File: src/rtl/vfd_pkg.sv
// rtl/vfd_pkg.sv - shared state type and default sizing for the VFD clock chain
package vfd_pkg;

  typedef enum logic [1:0] {
    ST_IDLE   = 2'd0,
    ST_RAMP   = 2'd1,
    ST_LOCKED = 2'd2
  } vfd_state_e;

  localparam int VFD_CNT_W      = 16;
  localparam int VFD_START_HALF = 4095;
  localparam int VFD_MIN_HALF   = 1;

endpackage

File: src/rtl/vfd_slew_step.sv
// rtl/vfd_slew_step.sv - one clamped slew step of the half-period toward its target
module vfd_slew_step
  import vfd_pkg::*;
#(
  parameter int CNT_W = VFD_CNT_W
) (
  input  logic [CNT_W-1:0] i_cur,
  input  logic [CNT_W-1:0] i_eff,
  input  logic [CNT_W-1:0] i_step,
  output logic [CNT_W-1:0] o_next,
  output logic             o_done
);

  logic [CNT_W:0] w_up;
  logic [CNT_W:0] w_dn_lim;

  // One extra bit so neither direction can wrap before the clamp is applied
  assign w_up     = {1'b0, i_cur} + {1'b0, i_step};
  assign w_dn_lim = {1'b0, i_eff} + {1'b0, i_step};

  always_comb begin
    o_next = i_cur;
    if (i_step == '0) begin
      o_next = i_eff;
    end else if (i_cur > i_eff) begin
      o_next = ({1'b0, i_cur} <= w_dn_lim) ? i_eff : (i_cur - i_step);
    end else if (i_cur < i_eff) begin
      o_next = (w_up >= {1'b0, i_eff}) ? i_eff : w_up[CNT_W-1:0];
    end
  end

  assign o_done = (o_next == i_eff);

endmodule

File: src/rtl/vfd_ramp_clk_gen.sv
// rtl/vfd_ramp_clk_gen.sv - soft-start programmable square-wave generator for the VFD chain
module vfd_ramp_clk_gen
  import vfd_pkg::*;
#(
  parameter int CNT_W      = VFD_CNT_W,
  parameter int START_HALF = VFD_START_HALF,
  parameter int MIN_HALF   = VFD_MIN_HALF
) (
  input  logic             i_clk_in,
  input  logic             i_reset_n,
  input  logic             i_enable,
  input  logic [CNT_W-1:0] i_target_half,
  input  logic [CNT_W-1:0] i_ramp_step,
  output logic             o_clk_out,
  output logic             o_tick,
  output logic [CNT_W-1:0] o_cur_half,
  output logic             o_at_target
);

  localparam logic [CNT_W-1:0] START_V = CNT_W'(START_HALF);
  localparam logic [CNT_W-1:0] MIN_V   = CNT_W'(MIN_HALF);

  vfd_state_e       r_state;
  logic [CNT_W-1:0] r_cnt;
  logic [CNT_W-1:0] r_cur_half;
  logic             r_clk_out;
  logic             r_tick;
  logic             r_at_target;

  logic [CNT_W-1:0] w_eff;
  logic [CNT_W-1:0] w_next_half;
  logic             w_step_done;
  logic             w_boundary;

  assign w_eff      = (i_target_half < MIN_V) ? MIN_V : i_target_half;
  assign w_boundary = (r_state != ST_IDLE) && (r_cnt == r_cur_half);

  vfd_slew_step #(
    .CNT_W (CNT_W)
  ) u_slew (
    .i_cur  (r_cur_half),
    .i_eff  (w_eff),
    .i_step (i_ramp_step),
    .o_next (w_next_half),
    .o_done (w_step_done)
  );

  always_ff @(posedge i_clk_in or negedge i_reset_n) begin
    if (!i_reset_n) begin
      r_state     <= ST_IDLE;
      r_cnt       <= '0;
      r_cur_half  <= START_V;
      r_clk_out   <= 1'b0;
      r_tick      <= 1'b0;
      r_at_target <= 1'b0;
    end else begin
      r_tick      <= 1'b0;
      r_at_target <= (r_state == ST_LOCKED);
      case (r_state)
        ST_IDLE: begin
          r_cnt     <= '0;
          r_clk_out <= 1'b0;
          if (i_enable) begin
            r_state    <= ST_RAMP;
            r_cur_half <= START_V;
          end
        end
        default: begin
          if (!w_boundary) begin
            r_cnt <= r_cnt + CNT_W'(1);
          end else begin
            r_cnt     <= '0;
            r_clk_out <= ~r_clk_out;
            r_tick    <= 1'b1;
            // Half-period only changes on the rising boundary: whole periods stay symmetric
            if (!r_clk_out) begin
              if (r_state == ST_RAMP || w_eff != r_cur_half) begin
                r_cur_half <= w_next_half;
                r_state    <= w_step_done ? ST_LOCKED : ST_RAMP;
              end
            end else if (!i_enable) begin
              r_state <= ST_IDLE;
            end
          end
        end
      endcase
    end
  end

  assign o_clk_out   = r_clk_out;
  assign o_tick      = r_tick;
  assign o_cur_half  = r_cur_half;
  assign o_at_target = r_at_target;

endmodule

File: config.mk
export PLATFORM = sky130hd
export DESIGN_NAME = vfd_ramp_clk_gen
export DESIGN_NICKNAME = d
export VERILOG_FILES = /design/src/rtl/vfd_pkg.sv /design/src/rtl/vfd_slew_step.sv /design/src/rtl/vfd_ramp_clk_gen.sv
export SDC_FILE = /design/constraint.sdc
export NUM_CORES = 1
export LEC_CHECK = 0
export BUFFER_PORTS_ARGS = -buffer_cell sky130_fd_sc_hd__buf_2
export CAP_MARGIN = 20
export CORE_MARGIN = 2
export CORE_UTILIZATION = 24
export DETAILED_ROUTE_END_ITERATION = 12
export PLACE_DENSITY = 0.39
export SYNTH_ARGS = -nofsm -noshare
export SYNTH_HDL_FRONTEND = slang
export SYNTH_HIERARCHICAL = 1
export SYNTH_SLANG_ARGS = --single-unit
File: constraint.sdc
create_clock -name i_clk_in -period 10.6 [get_ports i_clk_in]
set_input_delay 1.06 -clock i_clk_in [delete_from_list [all_inputs] [get_ports i_clk_in]]
set_output_delay 1.06 -clock i_clk_in [all_outputs]
set_load 0.1 [all_outputs]
* After elaboration in Yosys (flattened, before gate mapping)
Index checks and enable logic that the tools add are counted.
** Storage, ports and cells
- Word-level logic and storage cells :: 58
- Flip-flop bits (word level) :: 37
** Cells by class
- Muxes and demuxes :: 24
- Reduce and logical (&&, ||, !) cells :: 10
- Eq/ne operators :: 8
- Order comparisons :: 5
- $add $sub $neg :: 4
- Bitwise operators :: 1
** Operators with widths (number)
- 16-bit two-way mux :: 13
- 16-bit by 16-bit adder with 17-bit output :: 2
- 16-bit equality test :: 2
- 17-bit by 16-bit greater-or-equal comparator with 1-bit output :: 1
- 16-bit by 17-bit <= comparator with 1-bit output :: 1
- 16-bit by 1-bit adder with 16-bit output (second input constant) :: 1
- 16-bit > comparator :: 1
- 16-bit zero test :: 1
- 16-bit by 1-bit < comparator with 1-bit output (second input constant) :: 1
- 16-bit < comparator :: 1
- 16-bit inequality test :: 1
- 16-bit subtractor :: 1
- 2-bit two-way mux :: 7
- 4-bit AND reduction :: 2
- 2-bit nonzero test :: 3
- 1-bit two-way mux :: 4
- 3-bit by 2-bit inequality test with 1-bit output (second input constant) :: 1
- 3-bit nonzero test :: 1
- 2-bit by 1-bit equality test with 1-bit output (second input constant) :: 1
- 2-bit equality test (second input constant) :: 1
- 2-bit zero test :: 1
- 2-bit by 1-bit inequality test with 1-bit output (second input constant) :: 1
- 2-bit inequality test (second input constant) :: 1
- 1-bit logical AND :: 1
- 2 further kinds :: 2

* Logic depth before layout (Yosys ltp)
- Depth in word-level cells :: 13
- Depth in mapped cells :: 29
- Mapped depth without buffers :: 27

* Modules after synthesis
The synthesis kept the hierarchy.
** Modules (own cells, without submodules)
- vfd_slew_step :: cells each 713, area each 4908.5 µm², instances 1
- vfd_ramp_clk_gen :: cells each 220, area each 2160.8 µm², instances 1

* Worst setup path before layout
Ideal clock, no wire load.
- Path kind :: in2reg
- Start :: in i_target_half[4]
- End :: reg r_state[0]
- Path buffers :: 2
- Setup slack :: 4373 ps
- Data required time :: 10432 ps
- Library setup time :: 168 ps
- Stages :: 29
- Data arrival time :: 6060 ps
- Cells stage by stage :: nor3_1 a41o_1 ha_1 a21o_1 a21oi_1 o21bai_1 a21oi_1 nor2b_1 o311ai_0 nand2_1 or2_2 a21oi_1 xor2_1 ha_1 and3_1 o21ai_0 a21oi_1 a211o_1 and3_1 clkbuf_1 clkbuf_1 nand2_1 nor3_1 or4_1 o41ai_1 and4bb_1 nor3_1 mux2i_1 o21ai_0
** Between the ends
- Cells in the longest elaborated chain, start to end :: 13
** Ends and longest elaborated chain
- start, declared :: RTL line vfd_ramp_clk_gen.sv:12 : input logic [CNT_W-1:0] i_target_half,
- 16-bit by 1-bit < comparator with 1-bit output * :: RTL line vfd_ramp_clk_gen.sv:35 : assign w_eff = (i_target_half < MIN_V) ? MIN_V : i_target_half;
- 16-bit two-way mux * :: RTL line vfd_ramp_clk_gen.sv:35
- via w_eff[0] :: RTL line vfd_ramp_clk_gen.sv:30 : logic [CNT_W-1:0] w_eff;
- 16-bit by 16-bit adder with 17-bit output or 17-bit by 16-bit greater-or-equal comparator with 1-bit output (tied branches) :: RTL line vfd_slew_step.sv:19, vfd_slew_step.sv:28
- 16-bit by 17-bit <= comparator with 1-bit output or 16-bit two-way mux (tied branches) :: RTL line vfd_slew_step.sv:26, vfd_slew_step.sv:28
- 16-bit two-way mux (on tied branches) :: RTL line vfd_slew_step.sv:26, vfd_slew_step.sv:27
- 16-bit two-way mux :: RTL line vfd_slew_step.sv:25 : end else if (i_cur > i_eff) begin
- 16-bit two-way mux :: RTL line vfd_slew_step.sv:23 : if (i_step == '0) begin
- 16-bit equality test * :: RTL line vfd_slew_step.sv:32 : assign o_done = (o_next == i_eff);
- via w_step_done :: RTL line vfd_ramp_clk_gen.sv:32 : logic w_step_done;
- 2-bit two-way mux * :: RTL line vfd_ramp_clk_gen.sv:79 : r_state <= w_step_done ? ST_LOCKED : ST_RAMP;
- 2-bit two-way mux * :: RTL line vfd_ramp_clk_gen.sv:77 : if (r_state == ST_RAMP || w_eff != r_cur_half) begin
- 2-bit two-way mux * :: RTL line vfd_ramp_clk_gen.sv:76 : if (!r_clk_out) begin
- 2-bit two-way mux * :: RTL line vfd_ramp_clk_gen.sv:69 : if (!w_boundary) begin
- 2-bit two-way mux * :: RTL line vfd_ramp_clk_gen.sv:59 : case (r_state)
- end signal, assigned :: RTL line vfd_ramp_clk_gen.sv:79
- end, declared :: RTL line vfd_ramp_clk_gen.sv:23 : vfd_state_e r_state;
Mark *: on every way through the listed nets, which the timed path passes. The rest lies on a longest branch. The select of a mux whose other input is x is not followed.
A chain may end at the register's enable or synchronous reset.

* Worst setup path after layout
- Start :: in i_target_half[6]
- End :: reg r_state[0]
Same word-level chain as after synthesis.

==> metrics <==
stages on the worst setup path 27; Max FO, Critical Path 15; Layout area overhead 11.2%; Max Clock Skew 0.00745 ns; met1 Use GR 0.275; Max Clk Rate 138 MHz; sequential fraction of the synthesis area 0.133; max_cap viols 0; final worst-path cycle share 0.686; largest net degree at the start of global routing 38; Iter 0 DRT Violations 873; share of post-route cells with drive strength above 1 0.113; CP Capture Type register; most crowded layer after global routing met2; gpl congestion 0.937; outcome finished, final reports clean; clock buffer depth 2; # clock sinks 37; crit path buf inv count 1; Warnings, synthesis 6; total CTS buffers 5; Cell variety after synth 80; CTS clk-pin slew, worst paths 0.06 ns; R2R Path Start o_cur_half[3]; slew of the pin with the lowest slew margin 0.978 ns; WL per Instance 23.8 um; Final min period 7.27 ns; RSZ-0062 raised after global routing no; met3 Track Usage GR 0.0340; slowest CP cell and3_1; CP delay by family, top compound AO/OA/AOI/OAI gates; Primary FF master, synth dfrtp_1; Hold EP r_cnt[0]; Chip Width 176 um; Vias 7439; Max-slew headroom 0.346; PD cells 179 mW/mm^2; Worst R2R Path Depth 20; worst hold start r_cnt[0]; Post-CTS Resized 0; Avg Synthesized Cell Area 7.58 sq um; Initial Util 0.245; Die H 176 um; post-route setup TNS 0 ns; Slowest Stage Delay on Critical Path 0.71 ns; reg2reg setup slack 4.01 ns; hold slack 0.536 ns; CTS hold repair buffers 0; CP arrival 7.43 ns; area of the mapped netlist 0.00707 sq mm; vias per inst 5.55; First-pass DRT Iterations 10; clk_lat worst skew 0.28 ns; Setup Buffers After CTS 0; port bufs 53; Mapped Cells 933; asr flop ratio synth 1.00; most common cell after layout, fill and taps aside ha_1; Pins Over Slew Limit 0; startpoint types input pin; Synthesized Nets 1067; Tightest Hold Check Type reg2reg; CP required 10.76 ns; Post-route DRC 0; Reg-to-Reg End r_state[0]; Die Area 0.0308 sq mm; number of synthesized flops with an enable pin 0; gr usage total 0.204; H-tree levels 2; Worst VDD drop 0.0000684 V; Root Buffer clkbuf_16; met2 Use GR 0.328; Post-Route WL 31900 um; CP Class in2reg; Setup Viol. Count Final 0; Top cell by count, worst path a21oi_1; WHS Path Cells 1; Lkg Pwr 0.00358 uW; vias in the first global route 6925; Hold Vio Cnt, Final 0; # fillers 3214; Rows 62; initial antenna violation count 0; hpwl dp 24900 um; diode count 0; I/O Pins 54; grt total ovfl 0; TritonCTS clock tree built; core area 0.0289 sq mm; Final ANT Viol Nets 0; #FFs+latches synth 37; fin nets 1090; first-pass GRT wire length 47000 um; most frequent cells in the layout ha_1, nor2_1, inv_1
-- layout make-up --
class                   instances  area [sq um]  area share
well taps                     384           480      0.0611
repair buffers                 64           348      0.0443
clock buffers                   7           143      0.0182
multi-input cells             774          5640       0.718
inverters                      74           278      0.0354
clock inverters                 1          30.0     0.00382
flip-flops and latches         37           941       0.120
-- stage by stage --
stage / setup slack [ns] / total power (uW) / utilization / cells / area (sq um)
after floorplan: 4.37 / 903 / - / 933 / 7070
after global placement: 3.15 / 1230 / 0.266 / 1333 / 7680
after detailed placement: 3.20 / 1210 / 0.266 / 1333 / 7680
after CTS: 3.46 / 1390 / 0.272 / 1341 / 7860
after global routing: 2.89 / 1500 / 0.272 / 1341 / 7860
final: 3.33 / 1410 / 0.272 / 1341 / 7860
-- layer usage --
layer / vias to the layer above / routed length, um
met3: 62 / 2200
met5: - / 0
li1: 3480 / -
met1: 3544 / 14200
met2: 353 / 14300
met4: 0 / 1220
-- worst max path at each step --
stage                      start          to  slack (ns)
2_1_floorplan   i_target_half[4]  r_state[0]        4.37
3_3_place_gp   i_target_half[15]  r_state[0]        3.15
3_5_place_dp   i_target_half[15]  r_state[0]        3.20
4_1_cts        i_target_half[12]  r_state[0]        3.46
5_1_grt         i_target_half[6]  r_state[0]        2.89
6_report        i_target_half[6]  r_state[0]        3.33
-- power by group --
part	internal [uW]	switching [uW]
Combinational	330	658
Clock	117	56.0
Sequential	174	71.2
-- cell families after synthesis --
| kind of cell | Yosys count | share of synthesized area |
|---|---|---|
| and+or+nand+nor | 317 | 0.236 |
| AOI/OAI and AO/OA | 256 | 0.249 |
| buffers and inverters | 122 | 0.0710 |
| adders and majority gates | 99 | 0.178 |
| xor gates and xnor gates | 83 | 0.103 |
| DFF | 37 | 0.133 |
| muxes | 19 | 0.0297 |
-- registers in the layout, summed over array words and instances, names as in the netlist --
signal,flops
r_cnt,16
o_clk_out,1
r_state,2
o_at_target,1
o_tick,1
o_cur_half,16
-- worst reg2reg max path: stages (launching register included) --
cell      delay, ns
dfstp_2        0.83
ha_1           0.45
or2_1          0.28
a211o_1        0.32
a311oi_4       0.37
nor4_1         0.14
nor4b_4        0.43
ha_1           0.20
and4_1         0.24
nand2_1        0.06
o311ai_0       0.35
and4b_1        0.26
nand2_1        0.58
nor2_1         0.28
a221o_1        0.36
or4_1          0.49
o41ai_1        0.27
and4bb_1       0.29
nor3_1         0.07
mux2i_1        0.12
o21ai_0        0.08
-- synthesized netlist by cell type, types with 11 or more instances --
cell type / number / area, sq um
dfstp_2: 12 / 315
nand4_1: 14 / 87.6
ha_1: 96 / 1200
xnor2_1: 29 / 254
nand2_1: 61 / 229
or3_1: 14 / 87.6
and3_1: 12 / 75.1
xor2_1: 54 / 473
nor4_1: 20 / 125
nor3_1: 18 / 90.1
mux2i_1: 15 / 150
o211ai_1: 12 / 90.1
dfrtp_1: 25 / 626
inv_1: 73 / 274
o21ai_0: 43 / 215
nor2b_1: 14 / 87.6
nand2b_1: 11 / 68.8
a21o_1: 13 / 97.6
nand3_1: 21 / 105
a21oi_1: 55 / 275
nor2_1: 92 / 345
a31oi_1: 16 / 100
clkbuf_1: 38 / 143
No activity file was read; power rests on OpenSTA's default activity.
